<file path="config.mk">
export PLATFORM = sky130hd
export DESIGN_NAME = bf_dram_arbiter
export DESIGN_NICKNAME = d
export VERILOG_FILES = /design/src/rtl/bf_dram_arbiter.sv
export SDC_FILE = /design/constraint.sdc
export NUM_CORES = 1
export LEC_CHECK = 0
export CAP_MARGIN = 20
export CORE_MARGIN = 5
export CORE_UTILIZATION = 26
export DETAILED_ROUTE_END_ITERATION = 12
export PLACE_DENSITY = 0.8
export SYNTH_ARGS = -nofsm -noshare
export SYNTH_HDL_FRONTEND = slang
export SYNTH_SLANG_ARGS = --single-unit
</file>
<file path="constraint.sdc">
create_clock -name clk -period 2.3 [get_ports clk]
set_input_delay 0.575 -clock clk [delete_from_list [all_inputs] [get_ports clk]]
set_output_delay 0.575 -clock clk [all_outputs]
set_load 0.05 [all_outputs]
</file>
<file path="src/rtl/bf_dram_arbiter.sv">
// Single-port data-RAM arbiter for the Brainfuck CPU: shares one synchronous DRAM
// between core read, core write-back and host/debug ports with starvation protection.
module bf_dram_arbiter #(
  parameter int unsigned A_WIDTH      = 12,
  parameter int unsigned D_WIDTH      = 8,
  parameter int unsigned STARVE_LIMIT = 4
) (
  input  logic               clk,
  input  logic               reset,
  input  logic               r_req,
  input  logic [A_WIDTH-1:0] r_addr,
  output logic               r_gnt,
  output logic               r_valid,
  output logic [D_WIDTH-1:0] r_data,
  input  logic               w_req,
  input  logic [A_WIDTH-1:0] w_addr,
  input  logic [D_WIDTH-1:0] w_data,
  output logic               w_gnt,
  input  logic               h_req,
  input  logic               h_we,
  input  logic [A_WIDTH-1:0] h_addr,
  input  logic [D_WIDTH-1:0] h_wdata,
  input  logic               h_lock,
  output logic               h_gnt,
  output logic               h_valid,
  output logic [D_WIDTH-1:0] h_rdata,
  output logic               m_ce,
  output logic               m_we,
  output logic [A_WIDTH-1:0] m_a,
  output logic [D_WIDTH-1:0] m_d,
  input  logic [D_WIDTH-1:0] m_q
);

  typedef enum logic [1:0] {
    TAG_NONE = 2'd0,
    TAG_R    = 2'd1,
    TAG_H    = 2'd2
  } tag_t;

  localparam logic [3:0] LIMIT = 4'(STARVE_LIMIT);

  tag_t       tag_q, tag_d;
  logic [3:0] starve_q, starve_d;

  always_ff @(posedge clk) begin
    if (reset) begin
      tag_q    <= TAG_NONE;
      starve_q <= '0;
    end else begin
      tag_q    <= tag_d;
      starve_q <= starve_d;
    end
  end

  // A saturated starvation counter lifts the host above both core ports for one cycle.
  always_comb begin
    r_gnt = 1'b0;
    w_gnt = 1'b0;
    h_gnt = 1'b0;
    if (!reset) begin
      if (h_lock)                           h_gnt = h_req;
      else if (h_req && starve_q == LIMIT)  h_gnt = 1'b1;
      else if (w_req)                       w_gnt = 1'b1;
      else if (r_req)                       r_gnt = 1'b1;
      else                                  h_gnt = h_req;
    end
  end

  always_comb begin
    m_ce = 1'b0;
    m_we = 1'b0;
    m_a  = '0;
    m_d  = '0;
    if (w_gnt) begin
      m_ce = 1'b1;
      m_we = 1'b1;
      m_a  = w_addr;
      m_d  = w_data;
    end else if (r_gnt) begin
      m_ce = 1'b1;
      m_a  = r_addr;
    end else if (h_gnt) begin
      m_ce = 1'b1;
      m_we = h_we;
      m_a  = h_addr;
      m_d  = h_we ? h_wdata : '0;
    end
  end

  always_comb begin
    starve_d = '0;
    if (!h_lock && h_req && !h_gnt)
      starve_d = (starve_q >= LIMIT) ? LIMIT : starve_q + 4'd1;

    tag_d = TAG_NONE;
    if (r_gnt)                tag_d = TAG_R;
    else if (h_gnt && !h_we)  tag_d = TAG_H;
  end

  // Response gated by reset so a read granted just before reset is dropped.
  always_comb begin
    r_valid = !reset && (tag_q == TAG_R);
    h_valid = !reset && (tag_q == TAG_H);
    r_data  = r_valid ? m_q : '0;
    h_rdata = h_valid ? m_q : '0;
  end

endmodule

</file>
# [Word-level counts from Yosys, hierarchy flattened]
# Cells that the tools add are included.
[totals] reg_bits=6 latchBits=0 mem_bits_rw=0 rom_bits=0 in_bits=67 word_cells=55 mem_count=0
[op_classes] n_addsub=1 n_mul=0 div_mod_pow=0 order_cmp=1 eq_ne=3 shift=0 mux=32 bitwise_logic=1 reduce_logical=13
[op_table] cell="2-to-1 mux 8 bit" count=6
[op_table] cell="2-to-1 mux 12 bit" count=3
[op_table] cell="2-to-1 mux 1 bit" count=21
[op_table] cell="logical AND 1 bit" count=6
[op_table] cell="adder 4 x 1 -> 4 bit, second input constant" count=1
[op_table] cell="== test 4 x 3 -> 1 bit, second input constant" count=1
[op_table] cell=">= comparator 4 x 3 -> 1 bit, second input constant" count=1
[op_table] cell="logical NOT 1 bit" count=4
[op_table] cell="OR reduction 2 bit" count=2
[op_table] cell="2-to-1 mux 3 bit" count=1
[op_table] cell="OR reduction 3 bit" count=1
[op_table] cell="== test 2 x 1 -> 1 bit, second input constant" count=1
[op_table] cell="== test 2 bit, second input constant" count=1
[op_table] cell="2-to-1 mux 2 bit" count=1
[op_table] cell="NOT 1 bit" count=1

# [Depth between registers and ports, before layout]
# Gate-level depths: netlist of run 1.
[depth] word_depth=9 ltp_mapped=7 mapped_depth_nobuf=6

# [Least setup slack after synthesis of run 1]
# Ideal clock, no wire load.
[synth_path] kind="input to output" startpoint="input h_req" endpoint="output m_a[0]" t_arrival_ns=1.996 t_required_ns=1.725 slack_ns=-0.271 path_stages=4 cell_sequence="nand4b_1 -> nand3_1 -> buf_2 -> a2bb2oi_1"
[synth_via] elab_chain_len=8
[synth_lines] item="start, declared" line_no="19" rtl="input logic h_req,"
[synth_lines] item="2-to-1 mux 1 bit" line_no="64" rtl="else if (r_req) r_gnt = 1'b1;"
[synth_lines] item="2-to-1 mux 1 bit" line_no="63" rtl="else if (w_req) w_gnt = 1'b1;"
[synth_lines] item="2-to-1 mux 1 bit" line_no="62" rtl="else if (h_req && starve_q == LIMIT) h_gnt = 1'b1;"
[synth_lines] item="2-to-1 mux 1 bit" line_no="61" rtl="if (h_lock) h_gnt = h_req;"
[synth_lines] item="2-to-1 mux 1 bit" line_no="60" rtl="if (!reset) begin"
[synth_lines] item="2-to-1 mux 12 bit" line_no="82" rtl="end else if (h_gnt) begin"
[synth_lines] item="2-to-1 mux 12 bit" line_no="79" rtl="end else if (r_gnt) begin"
[synth_lines] item="2-to-1 mux 12 bit *" line_no="74" rtl="if (w_gnt) begin"
[synth_lines] item="end, declared" line_no="29" rtl="output logic [A_WIDTH-1:0] m_a,"
# Every way passes the cells marked *; elsewhere a longest branch is shown, timed or not.

# [Worst setup path in the final report of run 1]
[layout_path] startpoint="register starve_q[0]" endpoint="output m_d[3]"
[layout_via] elab_chain_len=8
[layout_lines] item="start, declared" line_no="43" rtl="logic [3:0] starve_q, starve_d;"
[layout_lines] item="start signal, assigned" line_no="51" rtl="starve_q <= starve_d;"
[layout_lines] item="== test 4 x 3 -> 1 bit *" line_no="62"
[layout_lines] item="logical AND 1 bit *" line_no="62"
[layout_lines] item="2-to-1 mux 1 bit" line_no="62"
[layout_lines] item="2-to-1 mux 1 bit" line_no="61"
[layout_lines] item="2-to-1 mux 1 bit" line_no="60"
[layout_lines] item="2-to-1 mux 8 bit" line_no="82"
[layout_lines] item="2-to-1 mux 8 bit" line_no="79"
[layout_lines] item="2-to-1 mux 8 bit *" line_no="74"
[layout_lines] item="end, declared" line_no="30" rtl="output logic [D_WIDTH-1:0] m_d,"
# Marked as above.

==> results of run 1 <==
## worst max-delay path, cell delays in order (launching register included)
cell and delay, ns:
dfxtp_2 0.34, inv_2 0.05, ha_4 0.15, and3b_1 0.19, o21a_1 0.23, buf_6 0.15, a32o_2 0.28, buf_12 0.15
## flip-flops by register name (all words and copies together) (netlist names)
| signal | flops |
|---|---|
| starve_q | 4 |
| tag_q | 2 |
## per-layer routing
layer | wire [µm] | global-route usage, % | up-vias
met2 | 3440 | 46.8 | 128
met5 | 0 | 0 | -
met1 | 2510 | 25.7 | 799
met4 | 298 | 12.2 | 0
met3 | 813 | 8.59 | 28
li1 | - | - | 731
## cell families (layout without fill, tap and decap cells)
kind of cell | Yosys count | in the layout | share of synthesized area [%]
AOI/OAI and AO/OA | 48 | 48 | 44.1
DFF | 6 | 6 | 13.3
and+or+nand+nor | 44 | 44 | 30.9
buffers and inverters | 15 | 152 | 8.46
other | 1 | 1 | 0.416
adders and majority gates | 2 | 2 | 2.77
## cell type report
class / instances / area (µm²)
Clock buffer: 3 / 22.5
Sequential cell: 6 / 123
Timing Repair Buffer: 146 / 1820
Inverter: 3 / 11.3
Multi-Input combinational cell: 95 / 921
Tap cell: 46 / 57.6
Fill cell: 135 / 378
## cell usage in the layout (no fill, tap or decap), drive strengths merged
master / netlist / layout
a21o: 13 / 13
a2bb2oi: 12 / 12
a32o: 8 / 8
and2: 16 / 16
and3: 3 / 3
and3b: 1 / 1
and4b: 2 / 2
buf: 7 / 82
clkbuf: 5 / 3
clkdlybuf4s15: 0 / 3
clkdlybuf4s50: 0 / 61
conb: 1 / 1
dfxtp: 6 / 6
ha: 2 / 2
inv: 3 / 3
nand3: 13 / 13
nand4b: 1 / 1
nor2: 3 / 3
nor2b: 2 / 2
nor3b: 2 / 2
o211ai: 12 / 12
o21a: 1 / 1
o21bai: 1 / 1
o311a: 1 / 1
or3: 1 / 1
## how the worst max path moves through the flow
stage                                start  endpoint  cells after the start
floorplan                            h_req    m_a[0]                      4
global placement                     h_req    m_a[2]                      6
detailed placement                   h_req    m_a[4]                      6
CTS                 starve_q[0]$_SDFF_PP0_    m_d[3]                      7
global route        starve_q[0]$_SDFF_PP0_      m_ce                      7
finish              starve_q[0]$_SDFF_PP0_    m_d[3]                      7
## where the power goes
part           internal [mW]  leakage, nW  total, mW  switching, mW
clock                 0.0594       0.0138      0.102         0.0431
sequential             0.107       0.0500      0.110        0.00330
combinational          0.308         1.21      0.567          0.258
## what timing repair did
| item | 4_1_cts | 5_1_grt |
|---|---|---|
| setup endpoints to repair | 43 | 37 |
| pin swaps | 11 | 7 |
| buffers inserted | 9 | 3 |
| gates cloned | 1 | 2 |
| resized for setup | 45 | 18 |
| hold endpoints to repair | 0 | 0 |
==> results.cfg, run 1 <==
[global_route]
gr-total-overflow = 0
grt_antenna_before_repair = 0
track_usage_pct = 25.5
grt_pass1_vias = 1713
grt_pass1_wl_mm = 8.88
grt_max_degree = 14

[route]
vias_per_cell = 5.64
finalWirelength_mm = 7.06
drc = 0
post_drt_wl_per_cell_um = 23.6
drt_pre_antenna_iters = 4
antenna_left = 0
vias = 1686
first_iter_violations = 116

[synthesis]
synth.most_common_cell = and2_1
ys.flop_type = dfxtp_1
synth-seq-cells = 6
yosys_warnings = 0
synth_edf_count = 0
synth.top_cells.by_area = dfxtp_1, a2bb2oi_1, and2_1
yosysSeqAreaShare_pct = 13.3
postSynth.asyncResetShare_pct = 0
synthCells = 116
syn-num-nets = 185
avgSynthCellArea_um2 = 7.78
yosysTopAreaCell = dfxtp_1
synthTopCellsByCount = and2_1, a21o_1, nand3_1, a2bb2oi_1, o211ai_1
syn_area_um2 = 902
synth_top_cell_area_share_pct = 13.3
ys_types = 27

[power_and_ir_drop]
finalPower_mw = 0.780
vdd_drop_max_v = 0.000185
power.density_nw_per_um2 = 263
p_leak_nw = 1.27

[clock_tree]
cts-root-buf = clkbuf_4
worstSkewPairLatency_ns = 0.25
numCtsBuffers = 3
cts_buffer_depth = 2
cts_sinks = 6
path_clk_slew_ns = 0.05
h-tree-depth = 1
tritoncts = yes
postCtsHoldBufs = 0

[finish]
drive_above_1_share_pct = 50.2
fin_cells = 299
area_growth_pct = 228
antennaDiodeCount = 0
final_area_um2 = 2960
fin_util_pct = 88.7
finalNetCount = 324

[floorplan]
initial_core_util_pct = 27.0
std_cell_rows = 21
chipWidth_um = 68.9
core_um2 = 3340
die_y_um = 68.9
io-pin-count = 110
dieArea_um2 = 4750

[min_path]
min_path_type = flop to flop
holdPathStages = 1
hold_start = starve_q[2]$_SDFF_PP0_
hold_end = starve_q[2]$_SDFF_PP0_

[critical_path]
reg2reg_slack_ns = 0.94
required_ns = 1.73
worstPathMaxFanout = 8
reg2reg_depth = 6
reg2reg_from = starve_q[0]$_SDFF_PP0_
reg2reg_to = tag_q[1]$_SDFF_PP0_
cp.arrival_ns = 1.80
startpoint_type = flop
cp-end-kind = primary output
critical_path_class = flop to primary output

[placement]
gp_congestion = 0.815
io_buffers = 109
postPlaceCellArea_um2 = 2610
dp_slack_ns = -0.415
dpl.cell_count = 281
hpwl_mm = 4.42

[run_status]
status = complete, but fails checks
violations = setup timing

[timing]
rsz0062_at_grt = yes
slew_viol_final = 0
post-route-period-util_pct = 103
clock_skew_ns = 0.00329
hold_viol_final = 0
fin_ws_ns = -0.0768
timing.fmax_mhz = 421
period_needed_ns = 2.38
holdWs_ns = 0.580
finalSetupViolCount = 20
fin_tns_setup_ns = -0.940

[run]
cap_violations = 0
Power figures use the tool's default switching activity.
==> inputs of run 2 (changes only) <==
--- a/config.mk
+++ b/config.mk
@@ -9,7 +9,9 @@
 export CORE_MARGIN = 5
 export CORE_UTILIZATION = 26
 export DETAILED_ROUTE_END_ITERATION = 12
+export GPL_TIMING_DRIVEN = 0
 export PLACE_DENSITY = 0.8
+export SKIP_CTS_REPAIR_TIMING = 1
 export SYNTH_ARGS = -nofsm -noshare
 export SYNTH_HDL_FRONTEND = slang
 export SYNTH_SLANG_ARGS = --single-unit
==> results.cfg, run 2 (same netlist as run 1, synthesis figures left out) <==
[finish]
antennaDiodeCount = 0
layout_common_cells = clkdlybuf4s50_1, clkbuf_2, buf_6, and2_1, buf_4
top_regs = starve_q (4), tag_q (2)
fillers = 302
regMostFlops = starve_q
finalNetCount = 306
drive_above_1_share_pct = 38.3
final_common_cell = clkdlybuf4s50_1
area_growth_pct = 142
largest_reg_flops = 4

[clock_tree]
worstSkewPairLatency_ns = 0.25
cts_sinks = 6
tritoncts = yes
path_clk_slew_ns = 0.04
cts-root-buf = clkbuf_4
numCtsBuffers = 3
h-tree-depth = 1
cts_buffer_depth = 2

[route]
post_drt_wl_per_cell_um = 16.3
drt_pre_antenna_iters = 4
first_iter_violations = 49
vias_per_cell = 5.12
antenna_left = 0
finalWirelength_mm = 4.57
vias = 1440
drc = 0

[timing]
finalSetupViolCount = 13
tightest_slew_ns = 0.504
timing.fmax_mhz = 416
hold_viol_final = 0
rsz0062_at_grt = yes
post-route-period-util_pct = 104
clock_skew_ns = 0.00215
fin_ws_ns = -0.102
slew_viol_final = 0
period_needed_ns = 2.40
holdWs_ns = 0.550
relSlewSlack_pct = 66.4

[min_path]
holdPathStages = 2
hold_end = starve_q[0]$_SDFF_PP0_
hold_start = starve_q[0]$_SDFF_PP0_
min_path_type = flop to flop

[critical_path]
cp_cell_sequence = inv_2, ha_4, and3b_1, buf_6, o21a_4, buf_4, a32o_2, buf_8
reg2reg_depth = 7
startpoint_type = flop
cp-end-kind = primary output
reg2reg_from = starve_q[0]$_SDFF_PP0_
critical_path_class = flop to primary output
worstPathMaxFanout = 4
critPathMaxStageDelay_ns = 0.33
slowest_stage = dfxtp_2
reg2reg_slack_ns = 0.89
cp.arrival_ns = 1.83
reg2reg_to = tag_q[1]$_SDFF_PP0_
required_ns = 1.73

[floorplan]
chipWidth_um = 68.9
die_y_um = 68.9
io-pin-count = 110
std_cell_rows = 21
core_um2 = 3340
initial_core_util_pct = 27.0
dieArea_um2 = 4750

[global_route]
grt_antenna_before_repair = 0
grt_pass1_wl_mm = 6.42
track_usage_pct = 17.5
gr-total-overflow = 0
grt_max_degree = 11
grt_pass1_vias = 1345

[run]
cap_violations = 0

[placement]
io_buffers = 108
dp_slack_ns = -1.22
hpwl_mm = 3.65
gp_congestion = 0.785

[power_and_ir_drop]
power.density_nw_per_um2 = 284
p_leak_nw = 1.09
vdd_drop_max_v = 0.000140

[run_status]
violations = setup timing
status = complete, but fails checks
-- run 2: cell count changes in the layout (fill, tap and decap cells not counted), sizes merged --
cell,previous run,this run
buf,82,37
clkbuf,3,29
dlymetal6s2s,0,5
clkdlybuf4s15,3,0
clkdlybuf4s50,61,60
-- run 2: area by class of cell --
cell class	instances	area, µm²	share of cell area (%)
Inverter	3	11.3	0.516
Sequential cell	6	123	5.62
Multi-Input combinational cell	95	808	37.0
Buffer	12	100	4.59
Timing Repair Buffer	116	1060	48.6
Tap cell	46	57.6	2.64
Clock buffer	3	22.5	1.03
-- run 2: power by group --
part	total (mW)	switching (mW)	internal, mW	leakage (nW)
Clock	0.0983	0.0392	0.0591	0.0138
Combinational	0.413	0.207	0.206	1.02
Sequential	0.110	0.00259	0.107	0.0500
-- run 2: worst max-delay path: cells and delay by family, from the launching register on --
family,cells,cell delay (ns)
fa+ha+maj,1,0.15
compound gates,2,0.47
buf+inv,4,0.45
simple gates,1,0.18
flops,1,0.33
-- run 2: worst max-delay path by stage --
stage / from / end
floorplan: h_req / m_a[0]
global placement: reset / m_d[7]
detailed placement: reset / m_a[2]
CTS: reset / m_a[2]
global route: starve_q[1]$_SDFF_PP0_ / m_a[3]
finish: starve_q[0]$_SDFF_PP0_ / m_d[7]
-- run 2: layer usage --
metal	part of all wire, %	vias to the layer above	track usage, %
met4	1.9	0	6.81
li1	-	695	-
met1	36	653	20.4
met2	48	85	29.3
met3	14	7	6.16
met5	0	-	0
-- run 2: per-stage QoR --
| step | util (%) | TNS [ns] | instances | instance area [µm²] | power (mW) |
|---|---|---|---|---|---|
| global route | 65.4 | -2.44 | 281 | 2180 | 0.653 |
| floorplan | - | -2.84 | 116 | 930 | 0.309 |
| CTS | 62.7 | -41.70 | 273 | 2090 | 0.603 |
| global placement | 62.0 | -40.66 | 270 | 2070 | 0.499 |
| detailed placement | 62.0 | -41.46 | 270 | 2070 | 0.502 |
| finish | 65.4 | -0.874 | 281 | 2180 | 0.621 |
